[src/rtl/bit_serial_sub_ctrl_if.sv]
// Operand/result handshake bundle for the bit-serial subtractor sequencer.
// master drives operands and result acceptance; slave is the sequencer side.
interface bit_serial_sub_ctrl_if #(
  parameter int WIDTH = 8
);
  logic             in_valid;
  logic             in_ready;
  logic [WIDTH-1:0] a;
  logic [WIDTH-1:0] b;
  logic             bin;
  logic             out_valid;
  logic             out_ready;
  logic [WIDTH-1:0] diff;
  logic             bout;
  logic             ovf;
  logic             busy;

  modport master (
    output in_valid, a, b, bin, out_ready,
    input  in_ready, out_valid, diff, bout, ovf, busy
  );

  modport slave (
    input  in_valid, a, b, bin, out_ready,
    output in_ready, out_valid, diff, bout, ovf, busy
  );
endinterface

[src/rtl/bit_serial_sub_ctrl.sv]
// Computes a - b - bin one bit per clock through a single full_subtractor cell.
// Result valid WIDTH cycles after accept; HOLD persists while out_ready is low.
module full_subtractor (
  input  logic a_i,
  input  logic b_i,
  input  logic bin_i,
  output logic d_o,
  output logic bout_o
);
  assign d_o    = a_i ^ b_i ^ bin_i;
  assign bout_o = (~a_i & b_i) | (~(a_i ^ b_i) & bin_i);
endmodule

module bit_serial_sub_ctrl #(
  parameter int WIDTH = 8
) (
  input logic                 clk,
  input logic                 rst_n,
  bit_serial_sub_ctrl_if.slave bus
);
  localparam int CW = $clog2(WIDTH);

  typedef enum logic [1:0] {IDLE, SHIFT, HOLD} state_t;

  state_t           state_q, state_d;
  logic [CW-1:0]    cnt_q, cnt_d;
  logic [WIDTH-1:0] a_sh_q, a_sh_d;
  logic [WIDTH-1:0] b_sh_q, b_sh_d;
  logic [WIDTH-1:0] res_q, res_d;
  logic [WIDTH-1:0] diff_q, diff_d;
  logic             brw_q, brw_d;
  logic             a_msb_q, a_msb_d;
  logic             b_msb_q, b_msb_d;
  logic             bout_q, bout_d;
  logic             ovf_q, ovf_d;
  logic             fs_d, fs_bout;
  logic             last_bit;

  full_subtractor u_fs (
    .a_i    (a_sh_q[0]),
    .b_i    (b_sh_q[0]),
    .bin_i  (brw_q),
    .d_o    (fs_d),
    .bout_o (fs_bout)
  );

  assign last_bit = (cnt_q == CW'(WIDTH - 1));

  always_ff @(posedge clk) begin
    if (!rst_n) state_q <= IDLE;
    else        state_q <= state_d;
  end

  always_comb begin
    state_d = state_q;
    case (state_q)
      IDLE:    if (bus.in_valid) state_d = SHIFT;
      SHIFT:   if (last_bit)     state_d = HOLD;
      HOLD:    if (bus.out_ready) state_d = IDLE;
      default: state_d = IDLE;
    endcase
  end

  always_comb begin
    bus.in_ready  = (state_q == IDLE);
    bus.out_valid = (state_q == HOLD);
    bus.busy      = (state_q != IDLE);
    bus.diff      = diff_q;
    bus.bout      = bout_q;
    bus.ovf       = ovf_q;
  end

  always_comb begin
    cnt_d   = cnt_q;
    a_sh_d  = a_sh_q;
    b_sh_d  = b_sh_q;
    res_d   = res_q;
    brw_d   = brw_q;
    a_msb_d = a_msb_q;
    b_msb_d = b_msb_q;
    diff_d  = diff_q;
    bout_d  = bout_q;
    ovf_d   = ovf_q;
    case (state_q)
      IDLE: begin
        if (bus.in_valid) begin
          a_sh_d  = bus.a;
          b_sh_d  = bus.b;
          brw_d   = bus.bin;
          cnt_d   = '0;
          a_msb_d = bus.a[WIDTH-1];
          b_msb_d = bus.b[WIDTH-1];
        end
      end
      SHIFT: begin
        res_d  = {fs_d, res_q[WIDTH-1:1]};
        a_sh_d = {1'b0, a_sh_q[WIDTH-1:1]};
        b_sh_d = {1'b0, b_sh_q[WIDTH-1:1]};
        brw_d  = fs_bout;
        // Counter stops at WIDTH-1 so it never wraps when WIDTH is a power of two
        if (!last_bit) cnt_d = cnt_q + CW'(1);
        if (last_bit) begin
          diff_d = {fs_d, res_q[WIDTH-1:1]};
          bout_d = fs_bout;
          ovf_d  = (a_msb_q ^ b_msb_q) & (fs_d ^ a_msb_q);
        end
      end
      default: ;
    endcase
  end

  always_ff @(posedge clk) begin
    if (!rst_n) begin
      cnt_q   <= '0;
      a_sh_q  <= '0;
      b_sh_q  <= '0;
      res_q   <= '0;
      brw_q   <= 1'b0;
      a_msb_q <= 1'b0;
      b_msb_q <= 1'b0;
      diff_q  <= '0;
      bout_q  <= 1'b0;
      ovf_q   <= 1'b0;
    end else begin
      cnt_q   <= cnt_d;
      a_sh_q  <= a_sh_d;
      b_sh_q  <= b_sh_d;
      res_q   <= res_d;
      brw_q   <= brw_d;
      a_msb_q <= a_msb_d;
      b_msb_q <= b_msb_d;
      diff_q  <= diff_d;
      bout_q  <= bout_d;
      ovf_q   <= ovf_d;
    end
  end
endmodule

[src/flat_wrapper.sv]
// flat-port wrapper written by rule: the top's interface ports become plain ports
module bit_serial_sub_ctrl_flat 
#(
  parameter int WIDTH = 8
)
  (clk, rst_n, bus_in_valid, bus_a, bus_b, bus_bin, bus_out_ready, bus_in_ready, bus_out_valid, bus_diff, bus_bout, bus_ovf, bus_busy);
  bit_serial_sub_ctrl_if #(.WIDTH(WIDTH)) bus_i ();
  input logic clk;
  input logic rst_n;
  input wire logic [$bits(bus_i.in_valid)-1:0] bus_in_valid;
  input wire logic [$bits(bus_i.a)-1:0] bus_a;
  input wire logic [$bits(bus_i.b)-1:0] bus_b;
  input wire logic [$bits(bus_i.bin)-1:0] bus_bin;
  input wire logic [$bits(bus_i.out_ready)-1:0] bus_out_ready;
  output wire logic [$bits(bus_i.in_ready)-1:0] bus_in_ready;
  output wire logic [$bits(bus_i.out_valid)-1:0] bus_out_valid;
  output wire logic [$bits(bus_i.diff)-1:0] bus_diff;
  output wire logic [$bits(bus_i.bout)-1:0] bus_bout;
  output wire logic [$bits(bus_i.ovf)-1:0] bus_ovf;
  output wire logic [$bits(bus_i.busy)-1:0] bus_busy;
  assign bus_i.in_valid = bus_in_valid;
  assign bus_i.a = bus_a;
  assign bus_i.b = bus_b;
  assign bus_i.bin = bus_bin;
  assign bus_i.out_ready = bus_out_ready;
  assign bus_in_ready = bus_i.in_ready;
  assign bus_out_valid = bus_i.out_valid;
  assign bus_diff = bus_i.diff;
  assign bus_bout = bus_i.bout;
  assign bus_ovf = bus_i.ovf;
  assign bus_busy = bus_i.busy;
  bit_serial_sub_ctrl #(.WIDTH(WIDTH)) u_core (.clk(clk), .rst_n(rst_n), .bus(bus_i));
endmodule
[config.mk]
export PLATFORM = sky130hd
export DESIGN_NAME = bit_serial_sub_ctrl_flat
export DESIGN_NICKNAME = d
export VERILOG_FILES = /design/src/rtl/bit_serial_sub_ctrl_if.sv /design/src/rtl/bit_serial_sub_ctrl.sv /design/src/flat_wrapper.sv
export SDC_FILE = /design/constraint.sdc
export NUM_CORES = 1
export LEC_CHECK = 0
export BUFFER_PORTS_ARGS = -buffer_cell sky130_fd_sc_hd__buf_2
export CELL_PAD_IN_SITES_DETAIL_PLACEMENT = 0
export CELL_PAD_IN_SITES_GLOBAL_PLACEMENT = 1
export CORE_MARGIN = 5
export CORE_UTILIZATION = 41
export CTS_CLUSTER_DIAMETER = 120
export DETAILED_ROUTE_END_ITERATION = 10
export PLACE_DENSITY = 0.82
export SETUP_SLACK_MARGIN = 0.5
export SLEW_MARGIN = 20
export SYNTH_ARGS = -nofsm -noshare
export SYNTH_HDL_FRONTEND = slang
export SYNTH_SLANG_ARGS = --single-unit
[constraint.sdc]
create_clock -name clk -period 1.85 [get_ports clk]
set_input_delay 0.37 -clock clk [delete_from_list [all_inputs] [get_ports clk]]
set_output_delay 0.37 -clock clk [all_outputs]
set_load 0.005 [all_outputs]
==> run summary <==
- finished, final reports clean — result of the run
- flop — Critical Path Sink Type
- 0.29 ns — latest clock arrival within the worst-skew pair
- 30 — library cells used by synthesis
- 41 — number of sinks on the clock net
- 4.37% — met3 global-route usage
- 5.14 — via/cell ratio
- 45.8% — sequential fraction of the synthesis area
- 1 — count of buffer and inverter cells on the critical path
- 0 ns — setup TNS
- 4 — router iterations before antenna repair
- 40 — pin count of the biggest net entering global routing
- clkbuf_8 — master cell of the clock root buffer
- 9.19 µm² — syn_area_per_cell
- 1.95 mW — overall power consumption
- 0 — initial antenna violation count
- 0.415 ns — slew at the pin closest to its max-slew limit
- 1.62 ns — crit path DAT
- 0 — Max-cap violations
- 417 — number of fillers in the final layout
- true — RSZ-0062 raised after global routing
- 0.00579 mm² — die area
- 76.1 µm — Vert. Die Dim
- 76.1 µm — overall die width
- 0 — number of failing hold endpoints at the final stage
- 195 — synthesized instance count
- adder cells — kind of cell with the highest combined delay on the critical path
- 41 — flops & latches, synth
- 0.00429 mm² — Core ar.
- flop — Critical Path Source Type
- 0 — Setup-failing EPs final
- 75.4% — share of the clock period used by the worst path after layout
- 717 MHz — maximum clock rate
- flop to flop — Critical Setup Path Class
- 0 — number of diodes added for antenna fixing
- 0.733 — GPL Wtd Cong
- 33 — count of input and output buffers
- 0.455 ns — least setup slack across all paths after layout
- 2.08 ns — data required time at the worst endpoint
- 1.39 ns — post-route minimum period
- 2 — largest fanout on the critical path
- 1410 — via count of the first global-routing pass
- 0.925 nW — Leak
- primary input to flop — Tightest Hold Check Type
- nand2_1 (35), dfxtp_1 (34), buf_2 (33) — leading cell types in the layout, fill and taps excluded
- 0% — FFs w/ async S/R, synth
- 0 — count of unresolved DRC violations after routing
- 841 mW/mm² — Power Dens Cells
- 0.46 ns — biggest cell delay along the critical path
- 39.0% — fraction of final layout cells sized beyond drive strength 1
- 29.5% — area delta synth->final
- 0 — overflow left after global routing
- built — CTS tree
- nand2_1 — leading cell type in the layout, fill and taps excluded
- 72.3% — relative slew slack
- 24 — count of standard-cell rows
- 6.56 mm — wire length of the first global-routing pass
- 13.6% — Overall Global Routing Usage
- 20.7% — met2 track demand over resource
- 5 — Inserted Clock Buffers
- 13.5 µm — mean routed wirelength per cell
- 219 — Post-Syn Nets
- 0 — number of warnings issued by yosys
- 2.39 mm — half-perimeter wire length of the detailed placement result
- met2 — most congested layer reported by global routing
- 18.0% — met1 demand-to-capacity share in global routing
- fa_2 — highest-delay cell along the critical path
- 837 µm² — register area
- 0 — Final Max Slew Viols
- 0 — number of flops mapped to enable cells by yosys
- 0.08 ns — CTS clk-pin slew, worst paths
- 264 — Final nets
- dfxtp_1 — dominant register cell in the synthesized netlist
- 34 — Top Ports
- 41.7% — effective utilization at floorplan
- 958 µm² — area of the multi-input gates
- 0 — cts hold-fix bufs
- 0.339 ns — Post-Place Worst Slack
- 3.97 mm — wire length reported by the detailed router
- inv_2 > fa_2 > or3b_4 > a31oi_1 — ordered list of cells on the worst path
- 0.00583 ns — final worst clock skew
- 0.00179 mm² — netlist area before placement
- 2 — deepest level of the CTS H-tree
- 1505 — total via count after detailed routing
- 0.359 mV — maximum VDD drop
- 89 — Initial DRC Count
- 2 — number of buffers between clock root and the deepest sink
- 0 — Routed Antenna Nets
stage by stage:
step | utilization (%) | std cells | area (µm²) | hold WS, ns
final | 54.1 | 293 | 2320 | 0.325
after global placement | 46.8 | 271 | 2010 | 0.441
after detailed placement | 46.8 | 271 | 2010 | 0.445
after floorplan | - | 195 | 1840 | 0.432
after global routing | 54.1 | 293 | 2320 | 0.337
after CTS | 52.7 | 289 | 2260 | 0.318
Yosys cell counts (all sizes together) (2+ instances only):
| master | n | area (µm²) |
|---|---|---|
| o21ai | 3 | 15.0 |
| a211oi | 15 | 168 |
| ha | 2 | 25.0 |
| nand3 | 4 | 20.0 |
| nand2b | 4 | 25.0 |
| nor3b | 2 | 15.0 |
| buf | 10 | 80.1 |
| nand2 | 35 | 131 |
| nor2 | 18 | 67.6 |
| a31oi | 4 | 25.0 |
| clkbuf | 3 | 11.3 |
| a21oi | 22 | 110 |
| nand3b | 2 | 15.0 |
| dfxtp | 41 | 821 |
| mux2i | 15 | 150 |
| inv | 5 | 18.8 |
report_power, final:
part	internal (mW)	leakage (nW)	switching, mW
registers	0.923	0.339	0.0283
logic	0.125	0.529	0.128
clock network	0.439	0.0574	0.310
total	1.49	0.925	0.466
per-layer routing:
metal,up-vias,part of all wire [%]
li1,765,-
met1,706,48
met2,28,45
met3,6,5.2
met4,0,1.7
met5,-,0
registers in the layout, summed over array words and instances (netlist names):
register,count
u_core.res_q,7
u_core.bus.ovf,1
u_core.brw_q,1
u_core.cnt_q,3
u_core.bus.bout,1
u_core.bus.diff,8
u_core.state_q,2
u_core.a_msb_q,1
u_core.b_msb_q,1
u_core.a_sh_q,8
u_core.b_sh_q,8
final cells by class:
type / instances / share of cell area [%]
inverters: 5 / 0.809
well taps: 52 / 2.80
repair buffers: 49 / 13.9
clock inverters: 2 / 1.62
multi-input cells: 138 / 41.3
clock buffers: 6 / 3.56
flip-flops and latches: 41 / 36.1
cells by family after synthesis:
family,count (synthesis),synth area share (%)
compound gates,47,19.3
fa+ha+maj,3,2.51
buf+inv,18,6.15
flops,41,45.8
mux,15,8.38
simple gates,71,17.8
worst register-to-register path, delay by kind of cell, from the launching register on:
kind	cells	cell delay, ns
AOI/OAI and AO/OA	1	0.12
and+or+nand+nor	1	0.38
adders and majority gates	1	0.46
DFF	1	0.34
buffers and inverters	1	0.04
worst paths after layout:
check | startpoint | end | cells after the start | slack, ns
worst max register to register | u_core.brw_q | u_core.bus.ovf | 4 | 0.46
worst max-delay path | u_core.brw_q | u_core.bus.ovf | 4 | 0.46
worst min register to register | u_core.bus.diff[3] | u_core.bus.diff[3] | 2 | 0.45
worst min-delay path | bus_out_ready | u_core.state_q[1] | 3 | 0.33
repair_timing:
| action | in CTS | in global routing |
|---|---|---|
| cloned | 1 | 1 |
| resized for setup | 20 | 8 |
| endpoints found under the setup margin | 28 | 30 |
| pin swaps | 2 | 3 |
| buffers inserted | 9 | 3 |
Note: power is estimated with default switching activity, not from simulation.
